**src/rtl/bits_skid_pkg.sv**
```systemverilog
// Shared constants for the bits skid buffer: state encoding and parameter defaults.
package bits_skid_pkg;

  typedef enum logic [1:0] {
    ST_EMPTY = 2'd0,
    ST_ONE   = 2'd1,
    ST_FULL  = 2'd2
  } skid_state_t;

  localparam int DEFAULT_WIDTH       = 1;
  localparam int DEFAULT_RESET_VALUE = 0;

endpackage

```
**src/rtl/bits_reg_en.sv**
```systemverilog
// WIDTH-bit load-enable register with synchronous active-low reset to RESET_VALUE.
module bits_reg_en
  import bits_skid_pkg::*;
#(
  parameter int               WIDTH       = DEFAULT_WIDTH,
  parameter logic [WIDTH-1:0] RESET_VALUE = WIDTH'(DEFAULT_RESET_VALUE)
) (
  input  logic             clk,
  input  logic             resetn,
  input  logic             en,
  input  logic [WIDTH-1:0] d,
  output logic [WIDTH-1:0] q
);

  always_ff @(posedge clk) begin
    if (!resetn) begin
      q <= RESET_VALUE;
    end else if (en) begin
      q <= d;
    end
  end

endmodule

```
**src/rtl/bits_skid_buffer.sv**
```systemverilog
// Two-entry registered valid/ready skid buffer; O, O_valid and I_ready all come from flops.
//
// state    | meaning
// ST_EMPTY | no word held; O shows the last popped word (or RESET_VALUE)
// ST_ONE   | main holds the word on O
// ST_FULL  | main on O, skid holds the next word; upstream stalled
module bits_skid_buffer
  import bits_skid_pkg::*;
#(
  parameter int               WIDTH       = DEFAULT_WIDTH,
  parameter logic [WIDTH-1:0] RESET_VALUE = WIDTH'(DEFAULT_RESET_VALUE)
) (
  input  logic             CLK,
  input  logic             RESETN,
  input  logic [WIDTH-1:0] I,
  input  logic             I_valid,
  output logic             I_ready,
  output logic [WIDTH-1:0] O,
  output logic             O_valid,
  input  logic             O_ready,
  output logic [1:0]       COUNT
);

  skid_state_t      state;
  skid_state_t      state_next;
  logic             in_fire;
  logic             out_fire;
  logic             load_main;
  logic             load_skid;
  logic             main_from_skid;
  logic [WIDTH-1:0] main_d;
  logic [WIDTH-1:0] skid_q;

  assign in_fire  = I_valid & I_ready;
  assign out_fire = O_valid & O_ready;

  always_ff @(posedge CLK) begin
    if (!RESETN) begin
      state <= ST_EMPTY;
    end else begin
      state <= state_next;
    end
  end

  always_comb begin
    state_next     = state;
    load_main      = 1'b0;
    load_skid      = 1'b0;
    main_from_skid = 1'b0;
    case (state)
      ST_EMPTY: begin
        if (in_fire) begin
          state_next = ST_ONE;
          load_main  = 1'b1;
        end
      end
      ST_ONE: begin
        if (in_fire && out_fire) begin
          load_main = 1'b1;
        end else if (in_fire) begin
          state_next = ST_FULL;
          load_skid  = 1'b1;
        end else if (out_fire) begin
          state_next = ST_EMPTY;
        end
      end
      ST_FULL: begin
        // I_ready is low here, so only a pop can happen
        if (out_fire) begin
          state_next     = ST_ONE;
          load_main      = 1'b1;
          main_from_skid = 1'b1;
        end
      end
      default: state_next = ST_EMPTY;
    endcase
  end

  always_comb begin
    O_valid = (state != ST_EMPTY);
    I_ready = RESETN & (state != ST_FULL);
    case (state)
      ST_ONE:  COUNT = 2'd1;
      ST_FULL: COUNT = 2'd2;
      default: COUNT = 2'd0;
    endcase
  end

  assign main_d = main_from_skid ? skid_q : I;

  bits_reg_en #(
    .WIDTH       (WIDTH),
    .RESET_VALUE (RESET_VALUE)
  ) u_main (
    .clk    (CLK),
    .resetn (RESETN),
    .en     (load_main),
    .d      (main_d),
    .q      (O)
  );

  bits_reg_en #(
    .WIDTH       (WIDTH),
    .RESET_VALUE (RESET_VALUE)
  ) u_skid (
    .clk    (CLK),
    .resetn (RESETN),
    .en     (load_skid),
    .d      (I),
    .q      (skid_q)
  );

endmodule

```
**config.mk**
```make
export PLATFORM = sky130hd
export DESIGN_NAME = bits_skid_buffer
export DESIGN_NICKNAME = d
export VERILOG_FILES = /design/src/rtl/bits_skid_pkg.sv /design/src/rtl/bits_reg_en.sv /design/src/rtl/bits_skid_buffer.sv
export SDC_FILE = /design/constraint.sdc
export NUM_CORES = 1
export LEC_CHECK = 0
export ABC_CLOCK_PERIOD_IN_PS = 1100
export CAP_MARGIN = 30
export CORE_AREA = 5 5 42 44
export CTS_CLUSTER_SIZE = 10
export DETAILED_ROUTE_END_ITERATION = 7
export DIE_AREA = 0 0 47 49
export PLACE_DENSITY_LB_ADDON = 0.25
export SYNTH_ARGS = -nofsm -noshare
export SYNTH_HDL_FRONTEND = slang
export SYNTH_HIERARCHICAL = 1
export SYNTH_SLANG_ARGS = --single-unit
```
**constraint.sdc**
```tcl
create_clock -name CLK -period 1.1 [get_ports CLK]
set_input_delay 0.11 -clock CLK [delete_from_list [all_inputs] [get_ports CLK]]
set_output_delay 0.11 -clock CLK [all_outputs]
set_load 0.005 [all_outputs]
```
==> impl_metrics.csv <==
group,metric,value,unit
pwr,powerDensity,932,nW/µm²
worst_setup_path,worst_setup_path_end_kind,"primary output",
worst_setup_path,worstSetupPathType,"reg -> out",
clock_network,clock_sinks,4,
placed_design,dp_cells,59,
routing,wl_per_cell,9.31,µm
worst_setup_path,crit_family,"flip-flops",
worst_setup_path,startpoint,"state[1]",
flow_run,cap_violations,0,
timing,finalSetupViolCount,4,
clock_network,cts-root-buf,"clkbuf_4",
floorplan,die_w,47,µm
layout,fin_util,33.3,%
timing,fin_tns_setup,-0.158,ns
floorplan,initial_utilization,16.4,%
worst_setup_path,startpoint_type,"flip-flop",
layout,fillerInstances,173,
placed_design,dp_hpwl,484,µm
routing,drc,0,
pwr,total_power,0.435,mW
timing,slew_violations,0,
worst_hold_path,min_from,"O_ready",
synthesis,yosysWarnings,6,
timing,min_period_over_period,107,%
worst_setup_path,cp.required,0.99,ns
global_routing,grt_pass1_wl,1.19,mm
clock_network,cts_buffer_depth,2,
global_routing,grt_util_all_layers,6.97,%
floorplan,pin_count,10,
global_routing,grt_pass1_vias,284,
floorplan,core-area,1400,µm²
routing,drt-initial-drc-count,0,
layout,ff_latch_area,87.6,µm²
timing,whs,0.459,ns
clock_network,clk_latency,0.23,ns
worst_setup_path,r2r-start,"state[1]",
global_routing,antenna_found_initial,0,
clock_network,hold_buffers,0,
layout,antenna_cells,0,
floorplan,fp-row-count,14,
layout,drive_gt1_share,57.1,%
worst_setup_path,crit_chain,"buf_4 -> or2_4 -> buf_2",
placed_design,portBuffers,9,
layout,final_cells,65,
layout,areaGrowthSynthToFinish,103,%
clock_network,cts_tree,"yes",
synthesis,syn_avg_cell_area,8.53,µm²
synthesis,seq_area_frac_synth,34.8,%
timing,setup_ws,-0.0733,ns
timing,worst_pin_slew,0.195,ns
routing,wl,605,µm
timing,finalHoldViolations,0,
layout,layout.nets,56,
worst_hold_path,holdCritPathClass,"in -> reg",
placed_design,dpl_cell_area,402,µm²
clock_network,clkTransAtPathRegs,0.04,ns
synthesis,syn_inst,27,
routing,drtPass1Iterations,1,
clock_network,cts_max_level,1,
timing,grt_setup_unrepaired,"true",
worst_setup_path,arrival,1.06,ns
outcome,violations,"setup timing",
timing,clock_skew,0.00235,ns
floorplan,die_area,2300,µm²
routing,vias,254,
pwr,ir_worst_vdd,0.554,mV
worst_setup_path,slowest_delay,0.34,ns
synthesis,syn-num-nets,32,
synthesis,syn-cell-area,230,µm²
global_routing,grt_max_degree,7,
global_routing,grt_overflow,0,
outcome,outcome,"complete, but fails checks",
layout,multi_input_area,179,µm²
routing,ant_nets,0,
worst_setup_path,critPathSlowestCell,"dfxtp_4",
placed_design,place_congestion,0.636,
timing,relSlewSlack,86.9,%
placed_design,pre_cts_ws,-0.407,ns
synthesis,postSynthRegisterBits,4,
floorplan,die_y,49,µm
routing,viasPerCell,3.91,
synthesis,synth_cell_types,17,
timing,period_minus_slack,1.17,ns
worst_setup_path,cp_max_fo,3,
layout,final_area,467,µm²
pwr,p_leak,0.235,nW
worst_setup_path,cp_num_buf_inv,2,
timing,fmax,852,MHz
clock_network,cts_buffers,3,
## Yosys cell counts (all sizes together)
master | n | area [µm²]
a211oi | 1 | 7.51
a21oi | 1 | 5.00
and2 | 1 | 6.26
dfxtp | 4 | 80.1
inv | 3 | 11.3
mux2 | 1 | 15.0
mux2i | 2 | 20.0
nand2 | 2 | 7.51
nand2b | 2 | 12.5
nand3 | 1 | 5.00
nand3b | 1 | 11.3
nor2 | 1 | 3.75
nor2b | 3 | 18.8
o21a | 1 | 7.51
o21ai | 1 | 5.00
o31ai | 1 | 7.51
or2 | 1 | 6.26
## kinds of logic (layout without fill, tap and decap cells)
family / count (synthesis) / after routing / share of synthesized area (%)
AO/OA/AOI/OAI: 5 / 5 / 14.1
buffers and inverters: 3 / 25 / 4.89
flip-flops: 4 / 4 / 34.8
multiplexers: 3 / 3 / 15.2
AND/OR/NAND/NOR: 12 / 12 / 31.0
## power by group
part           total, mW  internal [mW]  switching (mW)
registers          0.156          0.150         0.00650
clock network      0.179          0.122          0.0570
logic             0.0997         0.0644          0.0352
## cell type report
class / instances / share of cell area [%]
sequential: 4 / 18.8
tap: 16 / 4.29
timing repair buffer: 19 / 31.4
multi-input combinational: 20 / 38.3
inverter: 3 / 2.41
clock buffer: 3 / 4.83
## worst paths after layout
path	to	slack [ns]	depth (start not counted)
worst max-delay path	O_valid	-0.07	3
worst min-delay path	state[0]	0.46	4
worst max register to register	u_main/q	-0.05	5
worst min register to register	u_skid/q	0.52	2
## cells in the final DEF, fill, tap and decap left out
master	netlist	routed
buf_4	0	9
inv_1	3	3
clkbuf_4	0	3
clkdlybuf4s50_1	0	3
dlygate4sd2_1	0	2
clkbuf_2	0	2
buf_2	0	2
dfxtp_4	0	2
mux2i_1	2	2
nor2b_1	3	2
dfxtp_1	4	2
nor2b_4	0	1
nand2b_4	0	1
or2_4	0	1
nand2b_1	2	1
nand3_1	1	1
nand3b_4	0	1
o21ai_2	0	1
and2_1	1	1
mux2_4	1	1
nand2_1	2	1
nand2_2	0	1
nor2_2	0	1
a211oi_2	0	1
o31ai_1	1	1
o21a_1	1	1
a21oi_1	1	1
buf_6	0	1
## metal layers
layer | GRT usage (%) | part of all wire (%)
met1 | 9.23 | 41
met5 | 0 | 0
met2 | 9.28 | 54
met3 | 2.58 | 4.8
met4 | 4.15 | 0
## worst min-delay path, delay by kind of cell
kind / cells / cell delay (ns)
buffers and inverters: 1 / 0.27
AOI/OAI and AO/OA: 2 / 0.17
and+or+nand+nor: 1 / 0.11
## sequential cells by signal, summed over array words and instances, names as in the netlist
register and cells:
state 2, u_main/q 1, u_skid/q 1
## timing repair
action                     CTS  global route
buffers inserted             1             2
hold endpoints to repair     0             0
resized for setup           23             7
pin swaps                    0             1
setup endpoints to repair    7             5
(Power assumes the default switching activity.)
